## src/rtl/level_bar_meter.sv

```systemverilog
// LED bar-graph level meter framed by an asynchronous divided clock treated as data.
// Optional peak-hold/decay marker is built when PEAK_HOLD_EN is defined.
module level_bar_meter #(
  parameter int unsigned NUM_LEDS   = 10,
  parameter int unsigned LEVEL_W    = 8,
  parameter int unsigned HOLD_TICKS = 50,
  parameter int unsigned DECAY_STEP = 1
) (
  input  logic                              clock,
  input  logic                              reset,
  input  logic                              newClock,
  input  logic [LEVEL_W-1:0]                level,
  input  logic                              levelValid,
  output logic                              tickPulse,
  output logic [NUM_LEDS-1:0]               ledBar,
  output logic [$clog2(NUM_LEDS+1)-1:0]     peakIndex
);

  localparam int unsigned PeakW = $clog2(NUM_LEDS + 1);
  localparam int unsigned ProdW = LEVEL_W + $clog2(NUM_LEDS + 2);

  if (NUM_LEDS < 2 || NUM_LEDS > 32) begin : g_bad_num_leds
    $error("NUM_LEDS must be within 2..32");
  end
  if (HOLD_TICKS < 1 || HOLD_TICKS > 255) begin : g_bad_hold_ticks
    $error("HOLD_TICKS must be within 1..255");
  end
  if (DECAY_STEP < 1) begin : g_bad_decay_step
    $error("DECAY_STEP must be at least 1");
  end

  logic [2:0]          sync_q;
  logic                tick_q;
  logic                update_q;
  logic [LEVEL_W-1:0]  acc_q;
  logic [LEVEL_W-1:0]  acc_max;
  logic [LEVEL_W-1:0]  sample;
  logic [LEVEL_W-1:0]  frame_level_q;
  logic [ProdW-1:0]    prod;
  logic [ProdW-1:0]    quot;
  logic [PeakW-1:0]    bar_count;
  logic [NUM_LEDS-1:0] therm;
  logic [NUM_LEDS-1:0] led_d;
  logic [NUM_LEDS-1:0] led_q;

  // Synchroniser resets high so a newClock already high at release never ticks.
  always_ff @(posedge clock) begin
    if (reset) begin
      sync_q   <= 3'b111;
      tick_q   <= 1'b0;
      update_q <= 1'b0;
    end else begin
      sync_q   <= {sync_q[1:0], newClock};
      tick_q   <= sync_q[1] & ~sync_q[2];
      update_q <= tick_q;
    end
  end

  always_comb begin
    sample  = levelValid ? level : '0;
    acc_max = (sample > acc_q) ? sample : acc_q;
  end

  // A sample on the tick cycle closes into the ending frame.
  always_ff @(posedge clock) begin
    if (reset) begin
      acc_q         <= '0;
      frame_level_q <= '0;
    end else if (tick_q) begin
      acc_q         <= '0;
      frame_level_q <= acc_max;
    end else begin
      acc_q         <= acc_max;
    end
  end

  always_comb begin
    prod      = ProdW'(frame_level_q) * ProdW'(NUM_LEDS + 1);
    quot      = prod >> LEVEL_W;
    bar_count = (quot > ProdW'(NUM_LEDS)) ? PeakW'(NUM_LEDS) : PeakW'(quot);
    therm     = '0;
    for (int i = 0; i < int'(NUM_LEDS); i++) begin
      therm[i] = (i < int'(bar_count));
    end
  end

`ifdef PEAK_HOLD_EN
  typedef enum logic [1:0] {StIdle, StHold, StDecay} state_e;

  state_e           state_q, state_d;
  logic [PeakW-1:0] peak_q, peak_d, peak_dec;
  logic [7:0]       hold_cnt_q, hold_cnt_d;

  always_comb begin
    state_d    = state_q;
    peak_d     = peak_q;
    hold_cnt_d = hold_cnt_q;
    peak_dec   = '0;
    led_d      = '0;
    if (int'(peak_q) > int'(DECAY_STEP)) begin
      peak_dec = peak_q - PeakW'(DECAY_STEP);
    end
    if (update_q) begin
      if (bar_count >= peak_q && bar_count != '0) begin
        peak_d     = bar_count;
        hold_cnt_d = 8'(HOLD_TICKS);
        state_d    = StHold;
      end else begin
        case (state_q)
          StIdle: peak_d = '0;
          StHold: begin
            if (hold_cnt_q != 8'd0) begin
              hold_cnt_d = hold_cnt_q - 8'd1;
            end else begin
              peak_d  = peak_dec;
              state_d = StDecay;
            end
          end
          StDecay: begin
            peak_d = peak_dec;
            if (peak_dec == '0) state_d = StIdle;
          end
          default: state_d = StIdle;
        endcase
      end
    end
    for (int i = 0; i < int'(NUM_LEDS); i++) begin
      led_d[i] = therm[i] | (int'(peak_d) == i + 1);
    end
  end

  always_ff @(posedge clock) begin
    if (reset) begin
      state_q    <= StIdle;
      peak_q     <= '0;
      hold_cnt_q <= '0;
    end else begin
      state_q    <= state_d;
      peak_q     <= peak_d;
      hold_cnt_q <= hold_cnt_d;
    end
  end

  assign peakIndex = peak_q;
`else
  always_comb begin
    led_d = therm;
  end

  assign peakIndex = '0;
`endif

  always_ff @(posedge clock) begin
    if (reset) begin
      led_q <= '0;
    end else if (update_q) begin
      led_q <= led_d;
    end
  end

  assign tickPulse = tick_q;
  assign ledBar    = led_q;

endmodule

```

## config.mk

```make
export PLATFORM = sky130hd
export DESIGN_NAME = level_bar_meter
export DESIGN_NICKNAME = d
export VERILOG_FILES = /design/src/rtl/level_bar_meter.sv
export SDC_FILE = /design/constraint.sdc
export NUM_CORES = 1
export LEC_CHECK = 0
export ABC_CLOCK_PERIOD_IN_PS = 5200
export BUFFER_PORTS_ARGS = -buffer_cell sky130_fd_sc_hd__buf_4
export CORE_ASPECT_RATIO = 0.7
export CORE_UTILIZATION = 50
export CTS_CLUSTER_SIZE = 40
export DETAILED_ROUTE_END_ITERATION = 10
export PLACE_DENSITY = 0.7
export REMOVE_ABC_BUFFERS = 1
export SYNTH_ARGS = -nofsm -noshare
export SYNTH_HDL_FRONTEND = slang
export SYNTH_SLANG_ARGS = --single-unit
```

## constraint.sdc

```tcl
create_clock -name clock -period 5.2 [get_ports clock]
set_input_delay 1.3 -clock clock [delete_from_list [all_inputs] [get_ports clock]]
set_output_delay 1.3 -clock clock [all_outputs]
set_load 0.01 [all_outputs]
```

**Word-level counts from Yosys, hierarchy flattened**

Index checks and enable logic that the tools add are counted.

- Flip-flop bits (word level): 31
- Output and inout bits: 15
- Word-level logic and storage cells: 25

- Multipliers: 1
- Magnitude comparators: 12
- Multiplexer cells: 3
- Bitwise logic cells: 2
- Reduce and logical (&&, ||, !) cells: 1

Operator list:

| cell | number |
|---|---|
| $lt 3x4->1 const A | 4 |
| $mux 8 | 2 |
| $mul 8x4->12 const B | 1 |
| $gt 8x8->1 | 1 |
| $lt 1x4->1 const A | 2 |
| $lt 2x4->1 const A | 2 |
| $lt 4x4->1 const A | 2 |
| $gt 4x4->1 const B | 1 |
| $mux 4 | 1 |
| $reduce_or 2->1 | 1 |
| $and 1x1->1 | 1 |
| $not 1->1 | 1 |

**Depth between registers and ports, before layout**

Gate-level depths: netlist (run 1).

- Word-level depth: 4
- Depth in mapped cells: 11
- Mapped depth without buffers: 11

**Worst setup path after synthesis (run 1)**

No wires, ideal clock.

- Path kind: input -> register
- From: input port level[1]
- To: register frame_level_q[0]
- Setup time: 0.069 ns
- Data arrival time: 2.880 ns
- Required time: 5.131 ns
- Path slack: 2.250 ns
- Cell stages on the path: 8
- Buffers on the path: 0
- Cells stage by stage: and2_1 -> ha_1 -> nor2b_1 -> o211ai_1 -> a21oi_1 -> o22ai_4 -> mux2_2 -> o21ai_1

- Longest elaborated chain between the ends: 3

RTL lines:

| element | line | RTL |
|---|---|---|
| start, declared | 12 | `input logic [LEVEL_W-1:0] level,` |
| $mux 8 | 60 | `sample = levelValid ? level : '0;` |
| $gt 8x8->1 | 61 | `acc_max = (sample > acc_q) ? sample : acc_q;` |
| $mux 8 | 61 |  |
| end signal, assigned | 71 | `frame_level_q <= acc_max;` |
| end, declared | 38 | `logic [LEVEL_W-1:0] frame_level_q;` |

Every way passes these cells.
A chain may end at the register's enable or synchronous reset.

**Worst setup path in the final report (run 1)**

- From: input port levelValid
- To: register frame_level_q[0]

- Longest elaborated chain between the ends: 3

RTL lines:

| element | line | RTL |
|---|---|---|
| start, declared | 13 | `input logic levelValid,` |
| $mux 8 (*) | 60 |  |
| $gt 8x8->1 | 61 |  |
| $mux 8 (*) | 61 |  |

Mark *: on every way between the ends. The rest lies on a longest branch, timed or not.

==> flow_summary.ini, run 1 <==
[status]
status = complete, no violations

[global_routing]
grt_max_degree = 18
antenna_found_initial = 0
overflow = 0
grt_usage_pct = 18.62
grt_pass1_vias = 1328
grt_pass1_wl_um = 5927

[worst_setup_path]
crit_chain = buf_4 > and2_1 > ha_1 > nor2b_1 > o211ai_1 > a21oi_1 > o22ai_4 > mux2_2 > o21ai_1
cp_slowest_stage_delay_ns = 0.40
worstPathArrival_ns = 3.13
cp.buffers_inverters = 1
path_delay_family = compound AO/OA/AOI/OAI gates
worstSetupPathType = primary input to flip-flop
cp_slowest_cell = mux2_2
critical_path_peak_fanout = 8
critPathRequiredTime_ns = 5.40
start_kind = primary input
end_kind = flip-flop

[clock_network]
cts_tree = yes
cts-root-buf = clkbuf_8
clock_latency_ns = 0.27
ctsResizeCount = 0
cts.htree.levels = 2
clock_path_buffers = 2
cts_sinks = 31
cts_hold_buffers = 0
cts_buffers = 5
cts_setup_buffers = 0
clk_pin_slew_ns = 0.07

[synth]
syn-cell-area_mm2 = 0.001941
synthArstFlopShare_pct = 0
yosys.area.top_type = dfxtp_1
synth_cell_types = 43
synth.avg_cell_area_um2 = 9.026
ys_seq_area_share_pct = 31.98
synth-seq-cells = 31
synth_edf_count = 0
yosysTopAreaCellShare_pct = 31.98
synthTopCellsByArea = dfxtp_1 32%, ha_1 17%, inv_1 5.4%, fa_1 4.1%, nor2_1 3.7%
synth_warnings = 0
synth_top_flop_cell = dfxtp_1
syn_inst = 215

[power_and_ir_drop]
powerDensity_mw_per_mm2 = 226.5
p_leak_nw = 0.9914
vdd_drop_max_mv = 0.1924

[timing]
final.period_utilization_pct = 56.22
post-route-min-period_ns = 2.923
fmax_mhz = 342.1
slew_viol_final = 0
holdWs_ns = 0.3890
setup_ws_ns = 2.277
setup_viol = 0
fin_tns_setup_ns = 0
slew-limit-headroom_pct = 67.64
worstMarginPinSlew_ns = 0.4732
fin_skew_ns = 0.005301
rsz0062_at_grt = false
hold_viol = 0

[place]
dp_hpwl_um = 2669
globalplace.congestion = 0.7654
dp_worst_setup_slack_ns = 2.007
numPortBuffers = 22

[detailed_routing]
ant_nets = 0
avgRoutedWirePerCell_um = 11.71
drtPass1Iterations = 4
vias = 1452
first_iter_violations = 50
routed_wl_um = 3395
vias_per_cell = 5.007
route.detailed.drc = 0

[final_layout]
nets = 281
drive_above_1_share_pct = 20.42
num_antenna_cells = 0
synthToLayoutAreaGrowth_pct = 14.38

[floorplanning]
die_area_mm2 = 0.004138
io_pins = 27
die_w_um = 76.46
core-area_mm2 = 0.003626
die_h_um = 54.13
initial_core_util_pct = 53.52
rows = 18

[min_path]
hold_path_class = flip-flop to flip-flop

[flow_run]
maxCapViolCount = 0
==> layout by cell type, fill, tap and decap left out, types with 2 or more instances in the layout <==
master,count
a21oi_2,3
o31ai_1,2
inv_1,28
nand3_1,3
o211ai_1,2
dfxtp_1,31
a2111oi_2,2
nor2_1,19
nand4_1,3
conb_1,4
clkbuf_8,5
a211oi_2,2
o21ai_0,8
a211oi_1,3
nand2_1,14
or2_2,4
mux2i_1,7
ha_1,26
o22ai_1,3
fa_1,4
and2_1,7
a21oi_1,12
buf_4,22
nand2b_1,4
==> registers in the layout (all words and copies together), names as in the netlist <==
name / cells
ledBar: 10
acc_q: 8
frame_level_q: 8
sync_q: 3
tickPulse: 1
update_q: 1
==> final timing paths <==
kind,startpoint,to,slack [ns],cells past startpoint
worst min-delay path,sync_q[2],tickPulse,0.39,1
worst min register to register,sync_q[2],tickPulse,0.39,1
worst max-delay path,levelValid,frame_level_q[0],2.28,9
worst max register to register,frame_level_q[4],ledBar[4],2.30,9
==> logic make-up (layout without fill, tap and decap cells) <==
group | Yosys count | count (layout) | share of synthesized area, %
DFF | 31 | 31 | 31.98
xor gates and xnor gates | 1 | 1 | 0.4514
other | 1 | 4 | 0.1932
adders and majority gates | 30 | 30 | 20.89
buffers and inverters | 36 | 58 | 7.737
muxes | 8 | 8 | 4.191
and+or+nand+nor | 61 | 61 | 16.05
AOI/OAI and AO/OA | 47 | 47 | 18.50
==> power breakdown <==
group	internal, mW	switching [mW]
combinational	0.0340	0.0399
clock	0.0933	0.0867
sequential	0.245	0.00397
total	0.372	0.131
==> per-layer routing <==
layer,vias up,track usage [%],part of all wire (%)
met3,2,5.085,2.9
li1,778,-,-
met1,653,25.18,57
met2,19,30.18,39
met5,-,0,0
met4,0,3.846,0.41
==> cells in the mapped netlist (4+ instances only) <==
| master | instances |
|---|---|
| fa_1 | 4 |
| nand2b_1 | 4 |
| and2_1 | 7 |
| nor2_1 | 19 |
| nand2_1 | 14 |
| inv_1 | 28 |
| or2_2 | 4 |
| a21oi_1 | 12 |
| buf_4 | 4 |
| clkbuf_1 | 4 |
| mux2i_1 | 7 |
| ha_1 | 26 |
| o21ai_0 | 8 |
| dfxtp_1 | 31 |
==> stage by stage <==
step	total power, mW	instance area, um^2	std cells	utilization, %
2_1_floorplan	0.3077	1907	210	-
3_3_place_gp	0.3269	2135	282	58.87
3_5_place_dp	0.3277	2135	282	58.87
4_1_cts	0.5097	2220	290	61.21
5_1_grt	0.5322	2220	290	61.21
6_report	0.5027	2220	290	61.21
==> layout make-up <==
type	count	area, um^2
clock inverter	2	12.51
inverter	28	105.1
multi-input combinational	151	1181
tap	50	62.56
clock buffer	6	72.57
fill	328	1406
timing repair buffer	22	165.2
sequential	31	620.6
Note: power is estimated with default switching activity, not from simulation.
==> run 2: changes to the inputs <==
Settings changed: ABC_CLOCK_PERIOD_IN_PS 5200 to 2500, PLACE_DENSITY 0.7 to 0.73.
Clock period 5.2 ns to 2.5 ns, I/O delays scaled along.
==> run 2 against run 1 <==
  * Non-clock buffer count grew 38
  * Design area up 28%
  * The flow now finishes with violations (negative setup slack)
  * Clock power grew to 2.8 times the previous value
  * First-iteration DRC count is 70% higher
  * Combinational power grew to 2.6 times the previous value
  * Largest cell class unchanged
==> flow_summary.ini, run 2 (synthesis gave the netlist of run 1 again) <==
[worst_setup_path]
worstSetupPathType = flip-flop to flip-flop
start_kind = flip-flop
worstPathArrival_ns = 3.06
reg2reg_slack_ns = -0.35
r2r_start = frame_level_q[3]
path_delay_family = compound AO/OA/AOI/OAI gates
cp_slowest_cell = fa_1
crit_top_cell = ha_4
end_kind = flip-flop
r2r_end = ledBar[0]
crit_chain = ha_4 > fa_1 > ha_4 > a21oi_4 > o22a_2 > nor2_4 > a211oi_4 > a21oi_1 > a311oi_2
cp.buffers_inverters = 0
reg2reg_depth = 9
critical_path_peak_fanout = 5
cp_slowest_stage_delay_ns = 0.59
critPathRequiredTime_ns = 2.70

[clock_network]
clock_path_buffers = 2
cts_buffers = 5
cts-root-buf = clkbuf_8
cts_tree = yes
cts_sinks = 31
cts.htree.levels = 2
clock_latency_ns = 0.30
clk_pin_slew_ns = 0.07

[timing]
slew_viol_final = 0
rsz0062_at_grt = true
setup_ws_ns = -0.3537
hold_viol = 0
setup_viol = 10
holdWs_ns = 0.4053
fin_skew_ns = 0.005850
fin_tns_setup_ns = -2.517
fmax_mhz = 350.4
post-route-min-period_ns = 2.854
final.period_utilization_pct = 114.1

[floorplanning]
die_area_mm2 = 0.004138
initial_core_util_pct = 53.52
io_pins = 27
core-area_mm2 = 0.003626
die_h_um = 54.13
die_w_um = 76.46
rows = 18

[flow_run]
maxCapViolCount = 0

[final_layout]
fillers = 223
drive_above_1_share_pct = 47.12
final_core_util_pct = 78.61
mostFrequentLayoutCells = 54 x buf_4, 27 x dfxtp_1, 19 x inv_1, 18 x nor2_1, 17 x ha_1
instances_no_fill = 328
num_antenna_cells = 0
multi_input_area_mm2 = 0.001464
largest_reg_flops = 10
layout_commonest_cell = buf_4
final_area_mm2 = 0.002850
final-seq-area_um2 = 633.1
synthToLayoutAreaGrowth_pct = 46.87
nets = 319

[detailed_routing]
first_iter_violations = 85
vias = 1816
route.detailed.drc = 0
ant_nets = 0
avgRoutedWirePerCell_um = 17.25
drtPass1Iterations = 4
vias_per_cell = 5.537
routed_wl_um = 5657

[global_routing]
grt_usage_pct = 28.66
grt_pass1_vias = 1809
antenna_found_initial = 0
grt_pass1_wl_um = 8652
grt_max_degree = 18
overflow = 0

[min_path]
hold_path_end = sync_q[1]
hold_path_class = flip-flop to flip-flop
min_path_cells = 1
hp-start = sync_q[0]

[power_and_ir_drop]
p_leak_nw = 1.218
powerDensity_mw_per_mm2 = 425.9
power_mw = 1.214
vdd_drop_max_mv = 0.3812

[place]
globalplace.congestion = 0.7654
dp.cells = 306
placedInstanceArea_mm2 = 0.002315
dp_hpwl_um = 3055
numPortBuffers = 22
dp_worst_setup_slack_ns = -0.3126

[status]
status = complete, but fails checks
violations = negative setup slack
## run 2: worst register-to-register path, stage by stage (launching register included)
cell      delay [ns]
dfxtp_4         0.39
ha_4            0.21
fa_1            0.59
ha_4            0.23
a21oi_4         0.18
o22a_2          0.21
nor2_4          0.06
a211oi_4        0.40
a21oi_1         0.17
a311oi_2        0.32
## run 2: layout make-up
| cell class | instances | area share, % |
|---|---|---|
| Multi-Input combinational cell | 151 | 51.36 |
| Clock buffer | 5 | 2.414 |
| Clock inverter | 3 | 1.536 |
| Timing Repair Buffer | 60 | 16.59 |
| Sequential cell | 31 | 22.21 |
| Inverter | 28 | 3.687 |
| Tap cell | 50 | 2.195 |
## run 2: repair_timing
item / in CTS / in global routing
gates resized for setup: 47 / 20
pin swaps: 26 / 14
endpoints found under the setup margin: 10 / 10
hold buffers: 0 / 0
buffers inserted: 9 / 5
gates cloned: 0 / 0
## run 2: how the worst max path moves through the flow
| stage | start | end | slack (ns) | cells after the start |
|---|---|---|---|---|
| floorplan | frame_level_q[3] | ledBar[6] | -0.11 | 11 |
| global placement | frame_level_q[2] | ledBar[6] | -0.28 | 11 |
| detailed placement | frame_level_q[3] | ledBar[6] | -0.31 | 11 |
| CTS | frame_level_q[4] | ledBar[6] | -0.26 | 11 |
| global route | frame_level_q[3] | ledBar[0] | -0.50 | 9 |
| finish | frame_level_q[3] | ledBar[0] | -0.35 | 9 |
## run 2: routing by layer
| layer | track usage [%] | wire (um) | vias to the layer above |
|---|---|---|---|
| met4 | 14.42 | 193 | 0 |
| met2 | 51.05 | 2758 | 71 |
| li1 | - | - | 850 |
| met3 | 8.305 | 311 | 19 |
| met1 | 32.58 | 2395 | 876 |
| met5 | 0 | 0 | - |
## run 2: power breakdown
part	switching, mW	internal (mW)
registers	0.00879	0.506
clock network	0.207	0.296
logic	0.103	0.0915
total	0.320	0.894
==> run 3: changes to the inputs <==
Settings changed: CORE_ASPECT_RATIO 0.7 to not set, SKIP_LAST_GASP set to 1.
==> run 3 against run 2 <==
  * The flow still finishes with violations (negative setup slack)
  * Flip-flop and latch count did not move
  * Global-route usage fell by 6.1 points
  * Sequential power barely moved
  * Clock skew fell by 0.0012 ns
  * Non-clock buffer count fell by 6
  * Sequential share of layout area rose by 0.53 points
  * Design area fell by 2.9%
  * Die area barely moved
  * Critical endpoint is now ledBar[4]
  * Largest cell class unchanged
==> flow_summary.ini, run 3 (synthesis gave the netlist of run 1 again) <==
[status]
status = complete, but fails checks
violations = negative setup slack

[timing]
post-route-min-period_ns = 2.837
hold_viol = 0
setup_viol = 10
slew_viol_final = 0
final.period_utilization_pct = 113.5
rsz0062_at_grt = true
fmax_mhz = 352.5
fin_skew_ns = 0.004677
setup_ws_ns = -0.3368

[clock_network]
cts_buffers = 5
clock_path_buffers = 2
cts.htree.levels = 2
cts_tree = yes
cts_sinks = 31
cts-root-buf = clkbuf_8
cts_hold_buffers = 0
clk_pin_slew_ns = 0.07
clock_latency_ns = 0.29

[detailed_routing]
first_iter_violations = 62
ant_nets = 0
route.detailed.drc = 0
vias = 1645
drtPass1Iterations = 6
routed_wl_um = 4346
vias_per_cell = 5.141
avgRoutedWirePerCell_um = 13.58

[worst_setup_path]
path_delay_family = adder cells
worstSetupPathType = flip-flop to flip-flop
cp_slowest_stage_delay_ns = 0.52
reg2reg_slack_ns = -0.34
critical_path_peak_fanout = 5
cp.buffers_inverters = 3
start_kind = flip-flop
r2r_end = ledBar[4]
critPathRequiredTime_ns = 2.69
reg2reg_depth = 12
crit_chain = ha_4 > inv_1 > fa_1 > inv_2 > ha_4 > nand2_1 > o22a_2 > nor2_4 > a211oi_4 > buf_4 > a211oi_4 > a2111oi_2
r2r_start = frame_level_q[2]
end_kind = flip-flop
cp_slowest_cell = fa_1
worstPathArrival_ns = 3.03

[final_layout]
num_antenna_cells = 0
fillers = 269
synthToLayoutAreaGrowth_pct = 42.62
largest_reg_flops = 10
layout_commonest_cell = buf_4
nets = 313
drive_above_1_share_pct = 40.44
mostFrequentLayoutCells = 49 x buf_4, 28 x dfxtp_1, 24 x inv_1, 18 x nor2_1, 16 x ha_1
multi_input_area_mm2 = 0.001436
final-seq-area_um2 = 629.4
instances_no_fill = 320

[power_and_ir_drop]
p_leak_nw = 1.164
powerDensity_mw_per_mm2 = 419.8
vdd_drop_max_mv = 0.2962

[floorplanning]
core-area_mm2 = 0.003689
rows = 22
die_w_um = 64.30
die_area_mm2 = 0.004134
die_h_um = 64.30
initial_core_util_pct = 52.61
io_pins = 27

[min_path]
hold_path_end = tickPulse
min_path_cells = 1
hold_path_class = flip-flop to flip-flop
hp-start = sync_q[2]

[place]
globalplace.congestion = 0.8121
numPortBuffers = 22
dp.cells = 299
dp_hpwl_um = 2842
dp_worst_setup_slack_ns = -0.3947

[global_routing]
overflow = 0
grt_pass1_wl_um = 7017
grt_max_degree = 18
grt_usage_pct = 22.53
antenna_found_initial = 0
grt_pass1_vias = 1579

[flow_run]
maxCapViolCount = 0
## run 3: cell count changes in the layout (fill, tap and decap cells not counted), sizes merged
| cell | before | now |
|---|---|---|
| buf | 60 | 54 |
| clkbuf | 5 | 7 |
| clkinv | 2 | 0 |
| bufinv | 1 | 0 |
| clkinvlp | 0 | 1 |
## run 3: worst register-to-register path, stage by stage, from the launching register on
cell,delay [ns]
dfxtp_4,0.36
ha_4,0.26
inv_1,0.04
fa_1,0.52
inv_2,0.07
ha_4,0.26
nand2_1,0.08
o22a_2,0.21
nor2_4,0.07
a211oi_4,0.36
buf_4,0.19
a211oi_4,0.04
a2111oi_2,0.29
## run 3: area by class of cell
cell class                      instances  area share (%)
Sequential cell                        31           22.74
Clock inverter                          1          0.2712
Clock buffer                            7           3.481
Multi-Input combinational cell        151           51.90
Inverter                               28           3.797
Timing Repair Buffer                   54           15.64
Tap cell                               48           2.170
## run 3: how the worst max path moves through the flow
stage,from,end,slack (ns),depth (start not counted)
4_1_cts,frame_level_q[3],ledBar[6],-0.22,11
3_5_place_dp,frame_level_q[4],ledBar[8],-0.39,9
3_3_place_gp,frame_level_q[4],ledBar[4],-0.27,9
6_report,frame_level_q[2],ledBar[4],-0.34,12
2_1_floorplan,frame_level_q[3],ledBar[6],-0.11,11
5_1_grt,frame_level_q[2],ledBar[4],-0.43,12
## run 3: through the flow
step	cell area, um^2	total power [mW]	utilization, %	setup TNS [ns]	hold WS (ns)
after floorplan	1907	0.6401	-	-0.5429	0.3714
after global placement	2287	0.7070	62.01	-1.860	0.3787
after detailed placement	2287	0.7104	62.01	-2.802	0.3789
after CTS	2663	1.167	72.18	-1.354	0.3906
after global routing	2768	1.213	75.03	-3.229	0.3951
final	2768	1.162	75.03	-2.087	0.3899
## run 3: what timing repair did
action	4_1_cts	5_1_grt
gates resized for setup	35	14
pin swaps	23	12
setup buffers	10	4
setup endpoints to repair	10	10
## run 3: layer usage
layer | global-route usage [%] | vias to the layer above | routed length (um)
met3 | 4.464 | 8 | 81
met2 | 36.97 | 23 | 2193
met5 | 0 | - | 0
met4 | 11.39 | 0 | 78
met1 | 27.78 | 767 | 1992
li1 | - | 847 | -
## run 3: report_power, final
group          switching [mW]  internal [mW]  leakage [nW]
registers             0.00848          0.507         0.253
logic                  0.0950         0.0991         0.860
clock network           0.202          0.250        0.0505
